$ cat config.mk
export PLATFORM = sky130hd
export DESIGN_NAME = fetch_unit
export DESIGN_NICKNAME = d
export VERILOG_FILES = /design/src/rtl/fetch_unit.sv
export SDC_FILE = /design/constraint.sdc
export NUM_CORES = 1
export LEC_CHECK = 0
export BUFFER_PORTS_ARGS = -buffer_cell sky130_fd_sc_hd__buf_2
export CORE_MARGIN = 2
export CORE_UTILIZATION = 55
export DETAILED_ROUTE_END_ITERATION = 16
export GPL_ROUTABILITY_DRIVEN = 0
export PLACE_DENSITY = 0.88
export SLEW_MARGIN = 15
export SYNTH_ARGS = -nofsm -noshare
export SYNTH_HDL_FRONTEND = slang
export SYNTH_SLANG_ARGS = --single-unit
$ cat constraint.sdc
create_clock -name CLK -period 11.2 [get_ports CLK]
set_clock_uncertainty 0.05 [all_clocks]
set_input_delay 1.68 -clock CLK [delete_from_list [all_inputs] [get_ports CLK]]
set_output_delay 1.68 -clock CLK [all_outputs]
set_load 0.01 [all_outputs]
$ cat src/rtl/fetch_unit.sv
// PC / instruction-fetch stage: fetches via iREN/ihit, holds the word for decode,
// and advances the PC from PCSrc. It stalls on data accesses until dhit and stops on halt.
module fetch_unit #(
  parameter logic [31:0] PC_INIT = 32'h0000_0000
) (
  input  logic        CLK,
  input  logic        RST,
  input  logic        ihit,
  input  logic [31:0] imemload,
  output logic        iREN,
  output logic [31:0] imemaddr,
  output logic [31:0] instruction,
  output logic        instr_valid,
  input  logic [2:0]  PCSrc,
  input  logic [31:0] jr_target,
  input  logic        mem_op,
  input  logic        dhit,
  input  logic        halt,
  output logic [31:0] pc,
  output logic [31:0] pc_plus4,
  output logic        commit,
  output logic        halted
);

  typedef enum logic [1:0] {
    FETCH   = 2'd0,
    EXEC    = 2'd1,
    MEMWAIT = 2'd2,
    HALT    = 2'd3
  } state_t;

  state_t      state_q;
  logic [31:0] pc_q;
  logic [31:0] pc_d;
  logic [31:0] instr_q;
  logic        valid_q;
  logic        halted_q;

  assign pc          = pc_q;
  assign imemaddr    = pc_q;
  assign pc_plus4    = pc_q + 32'd4;
  assign instruction = instr_q;
  assign instr_valid = valid_q;
  assign halted      = halted_q;
  assign iREN        = (state_q == FETCH);

  // Retire strobe; reset suppresses it so a reset cycle never writes the register file.
  assign commit = !RST &&
                  (((state_q == EXEC) && !halt && !mem_op) ||
                   ((state_q == MEMWAIT) && dhit));

  always_comb begin
    pc_d = pc_plus4;
    case (PCSrc)
      3'd0:    pc_d = jr_target;
      3'd1:    pc_d = {pc_plus4[31:28], instr_q[25:0], 2'b00};
      3'd2:    pc_d = pc_plus4 + {{14{instr_q[15]}}, instr_q[15:0], 2'b00};
      default: pc_d = pc_plus4;
    endcase
  end

  always_ff @(posedge CLK) begin
    if (RST) begin
      state_q  <= FETCH;
      pc_q     <= PC_INIT;
      instr_q  <= 32'd0;
      valid_q  <= 1'b0;
      halted_q <= 1'b0;
    end else begin
      case (state_q)
        FETCH: begin
          if (ihit) begin
            instr_q <= imemload;
            valid_q <= 1'b1;
            state_q <= EXEC;
          end
        end
        EXEC: begin
          if (halt) begin
            halted_q <= 1'b1;
            state_q  <= HALT;
          end else if (mem_op) begin
            pc_q    <= pc_d;
            state_q <= MEMWAIT;
          end else begin
            pc_q    <= pc_d;
            valid_q <= 1'b0;
            state_q <= FETCH;
          end
        end
        MEMWAIT: begin
          if (dhit) begin
            valid_q <= 1'b0;
            state_q <= FETCH;
          end
        end
        default: begin
          halted_q <= 1'b1;
          state_q  <= HALT;
        end
      endcase
    end
  end

endmodule

==> Yosys cells after proc, flatten, opt, wreduce, memory -nomap -nowiden <==
Cells that the tools add are included.
{ "totals": {"register_bits": 68, "in_bits": 73, "wordCells": 48} }
{ "classes": {"addsub": 2, "eq_ne": 9, "n_mux": 13, "bitwise": 2, "reduce_logical": 17} }
{ "ops": {"columns": ["op", "count"], "rows": [
  ["$pmux 32 s3", 1],
  ["$add 32x3->32 const B", 1],
  ["$add 32x32->32", 1],
  ["$ne 2x2->1 const B", 5],
  ["$mux 2", 4],
  ["$reduce_and 2->1", 4],
  ["$pmux 2 s3", 1],
  ["$mux 1", 5],
  ["$reduce_and 5->1", 1],
  ["$logic_and 1x1->1", 4],
  ["$eq 3x1->1 const B", 1],
  ["$eq 3x2->1 const B", 1],
  ["$logic_not 1->1", 3],
  ["$logic_not 3->1", 1],
  ["$pmux 1 s3", 1],
  ["$reduce_bool 3->1", 1],
  ["$eq 2x1->1 const B", 1],
  ["$eq 2x2->1 const B", 1],
  ["$logic_not 2->1", 1],
  ["$not 1->1", 2],
  ["$pmux 1 s2", 1],
  ["$reduce_or 2->1", 1],
  ["$logic_or 1x1->1", 1]
]} }

==> Longest topological paths before layout <==
{ "logic_depth": {"ltp_word": 5, "mapped_depth": 17} }

==> Worst setup path after synthesis <==
OpenSTA, ideal clock, no wires.
{ "synth_path": {"kind": "input-to-output", "from": "in RST", "to": "out commit", "t_arrival_ns": 2.614, "required_time_ns": 9.470, "path_slack_ns": 6.856, "path_stages": 4, "path_buffers": 3, "cell_sequence": "clkbuf_1 > buf_1 > buf_1 > nor2_1"} }
{ "synth_between": {"elab_chain_cells": 2} }
{ "synth_rtl": {"columns": ["item", "line", "source"], "rows": [
  ["start, declared", "7", "input logic RST,"],
  ["$logic_not 1->1", "48", "assign commit = !RST &&"],
  ["$logic_and 1x1->1", "48", null],
  ["end, declared", "21", "output logic commit,"]
]} }
Every way passes these cells.

==> Final worst setup path <==
Ends and elaborated chain as after synthesis.

==> results.cfg <==
[power]
leakagePower_nw = 3.307
p_total_w = 0.001177
p_per_area_nw_per_um2 = 179.1
vdd_drop_max_mv = 0.1110

[clock_tree]
h-tree-depth = 3
insertion_delay_ps = 350
hold_buffers = 0
cts_resized = 0
cts-root-buf = clkbuf_8
cts_tree = yes
cts.clk_slew.worst_paths_ps = 80
postCtsSetupRepairBufs = 0
clkSinkCount = 68
numCtsBuffers = 9
cts_buffer_depth = 2

[min_path]
hold_class = register to register
hold_start = instruction[26]

[drt]
remaining_drc_errors = 0
drt_wl_total_um = 16320
wl_per_cell_um = 16.38
drt_iter0_markers = 391
firstDrtPassIters = 5
dr_total_vias = 5801
viasPerCell = 5.824
antenna_left = 0

[floorplanning]
die_h_um = 104.1
die_x_um = 104.1
io_pins = 205
rows = 36
die-area_um2 = 10840
start_util = 0.5665
core_area_um2 = 9729

[timing]
maxSlewHeadroom = 0.3181
finalMaxSlewViolations = 0
worst_pin_slew_ps = 1020
finalSetupViolations = 0
post-route-period-util = 0.3948
finalHoldViolCount = 0
rsz0062_at_grt = false
post-route-min-period_ps = 4422
timing.fmax_mhz = 226.1
setup_tns_ps = 0

[yosys]
yosysSeqAreaShare = 0.2470
syn-cell-area_um2 = 5512
synthFlopType = dfxtp_1
yosys-top-cells-count = nand2_1 (97), dfxtp_1 (68), nor2_1 (64), a21oi_1 (60), ha_1 (39)
yosys_warnings = 0
synth_edf_count = 0
ys_async_sr_fraction = 0
ys_seq_elements = 68
synthTopCellsByArea = dfxtp_1 (25%), ha_1 (8.9%), nand2_1 (6.6%)
synth_top_area_cell = dfxtp_1
synth.distinct_cells = 64
yosysTopAreaCellShare = 0.2470
syn_nets = 821
synth.avg_cell_area_um2 = 7.785
postSynthCellCount = 708
yosysMostFrequentCell = nand2_1

[global_routing]
grt_busiest_layer = met2
use_met2 = 0.4883
grt_usage = 0.2889
grt_max_degree = 73
antenna_found_initial = 0
grt_pass1_vias = 5404
gr-total-overflow = 0
grtUsageMet3 = 0.05013
met1_usage = 0.3720
grt_pass1_wl_um = 25920

[finish]
syn2layout_area_growth_pct = 19.23
antennaDiodeCount = 0
fin_util = 0.6754
fillers = 856
nNetsFinal = 971
fin_cells = 996
final_layout_size_suffix_gt1_frac = 0.2862

[setup_path]
crit_path_max_fanout = 72
r2r-start = imemaddr[4]
worst_ep_arrival_time_ps = 2690
crit_start = RST
critPathCaptureType = primary output
startpoint_type = primary input
regToRegSetupSlack_ps = 6960
worst_ep_required_time_ps = 9470
crit_type = primary input to primary output

[placement]
place.port_buffers = 204
dp.final_hpwl_um = 12220
dp_cells = 980

[flow_run]
cap_violations = 0

[status]
run_status = finished, final reports clean
[layout make-up]
type | instances | area (µm²) | area share
Clock buffer | 11 | 151.4 | 0.02304
Clock inverter | 5 | 58.81 | 0.008949
Inverter | 12 | 45.04 | 0.006855
Multi-Input combinational cell | 557 | 3722 | 0.5665
Sequential cell | 68 | 1361 | 0.2072
Tap cell | 133 | 166.4 | 0.02532
Timing Repair Buffer | 210 | 1066 | 0.1622
[critical path: stages]
cell    delay [ps]
buf_2           80
buf_4          570
nor2_1         110
buf_2          170
[worst paths after layout]
check,to,depth (start not counted)
worst max-delay path,commit,4
worst max register to register,imemaddr[31],14
worst min register to register,instruction[26],2
worst min-delay path,instruction[26],2
[flip-flops by register name, indices dropped and copies added, names as in the netlist]
name         cells
imemaddr        32
instruction     32
state_q          2
halted           1
instr_valid      1
[power by group]
| group | internal [W] | leakage, nW | switching, W | total, W |
|---|---|---|---|---|
| clock network | 0.000116 | 0.102 | 0.000104 | 0.000220 |
| logic | 0.000238 | 2.65 | 0.000354 | 0.000592 |
| registers | 0.000294 | 0.557 | 0.0000716 | 0.000366 |
| total | 0.000647 | 3.31 | 0.000529 | 0.00118 |
[cell usage in the layout (no fill, tap or decap), types with 3 or more instances in the layout]
| cell | instances |
|---|---|
| a221oi_1 | 17 |
| o41ai_1 | 3 |
| xnor2_1 | 35 |
| nand4_1 | 10 |
| nand2b_1 | 6 |
| a21oi_1 | 60 |
| ha_1 | 39 |
| or3_1 | 3 |
| o21a_1 | 5 |
| o21ai_0 | 33 |
| buf_2 | 204 |
| o221ai_1 | 4 |
| dfxtp_1 | 68 |
| a21o_1 | 15 |
| nand3_1 | 15 |
| o211ai_1 | 3 |
| inv_1 | 12 |
| xor2_1 | 18 |
| clkbuf_8 | 11 |
| nand2_1 | 97 |
| nor3_1 | 21 |
| nor2_1 | 64 |
| o21bai_1 | 5 |
| and2_1 | 3 |
| and3_1 | 5 |
| a211oi_1 | 15 |
| buf_4 | 6 |
| mux2i_1 | 26 |
| a31oi_1 | 11 |
[cell families (layout without fill, tap and decap cells)]
kind of cell    count (synthesis)  in the layout  synth area share
flops                          68             68            0.2470
mux                            27             27           0.04994
simple gates                  236            236            0.1932
xor+xnor                       54             54           0.08717
fa+ha+maj                      40             40           0.09217
buf+inv                        83            238           0.07991
compound gates                200            200            0.2506
[metal layers]
metal,vias to the layer above,share of wire
met2,266,0.47
met1,2661,0.43
met5,-,0
li1,2832,-
met3,42,0.081
met4,0,0.022
[through the flow]
step	hold slack (ps)	area (µm²)	worst slack [ps]
after floorplan	430.5	5512	6856
after global placement	390.0	6361	6826
after detailed placement	394.6	6361	6816
after CTS	406.5	6571	6813
after global routing	439.2	6571	6671
final	403.9	6571	6778
(Power assumes the default switching activity.)
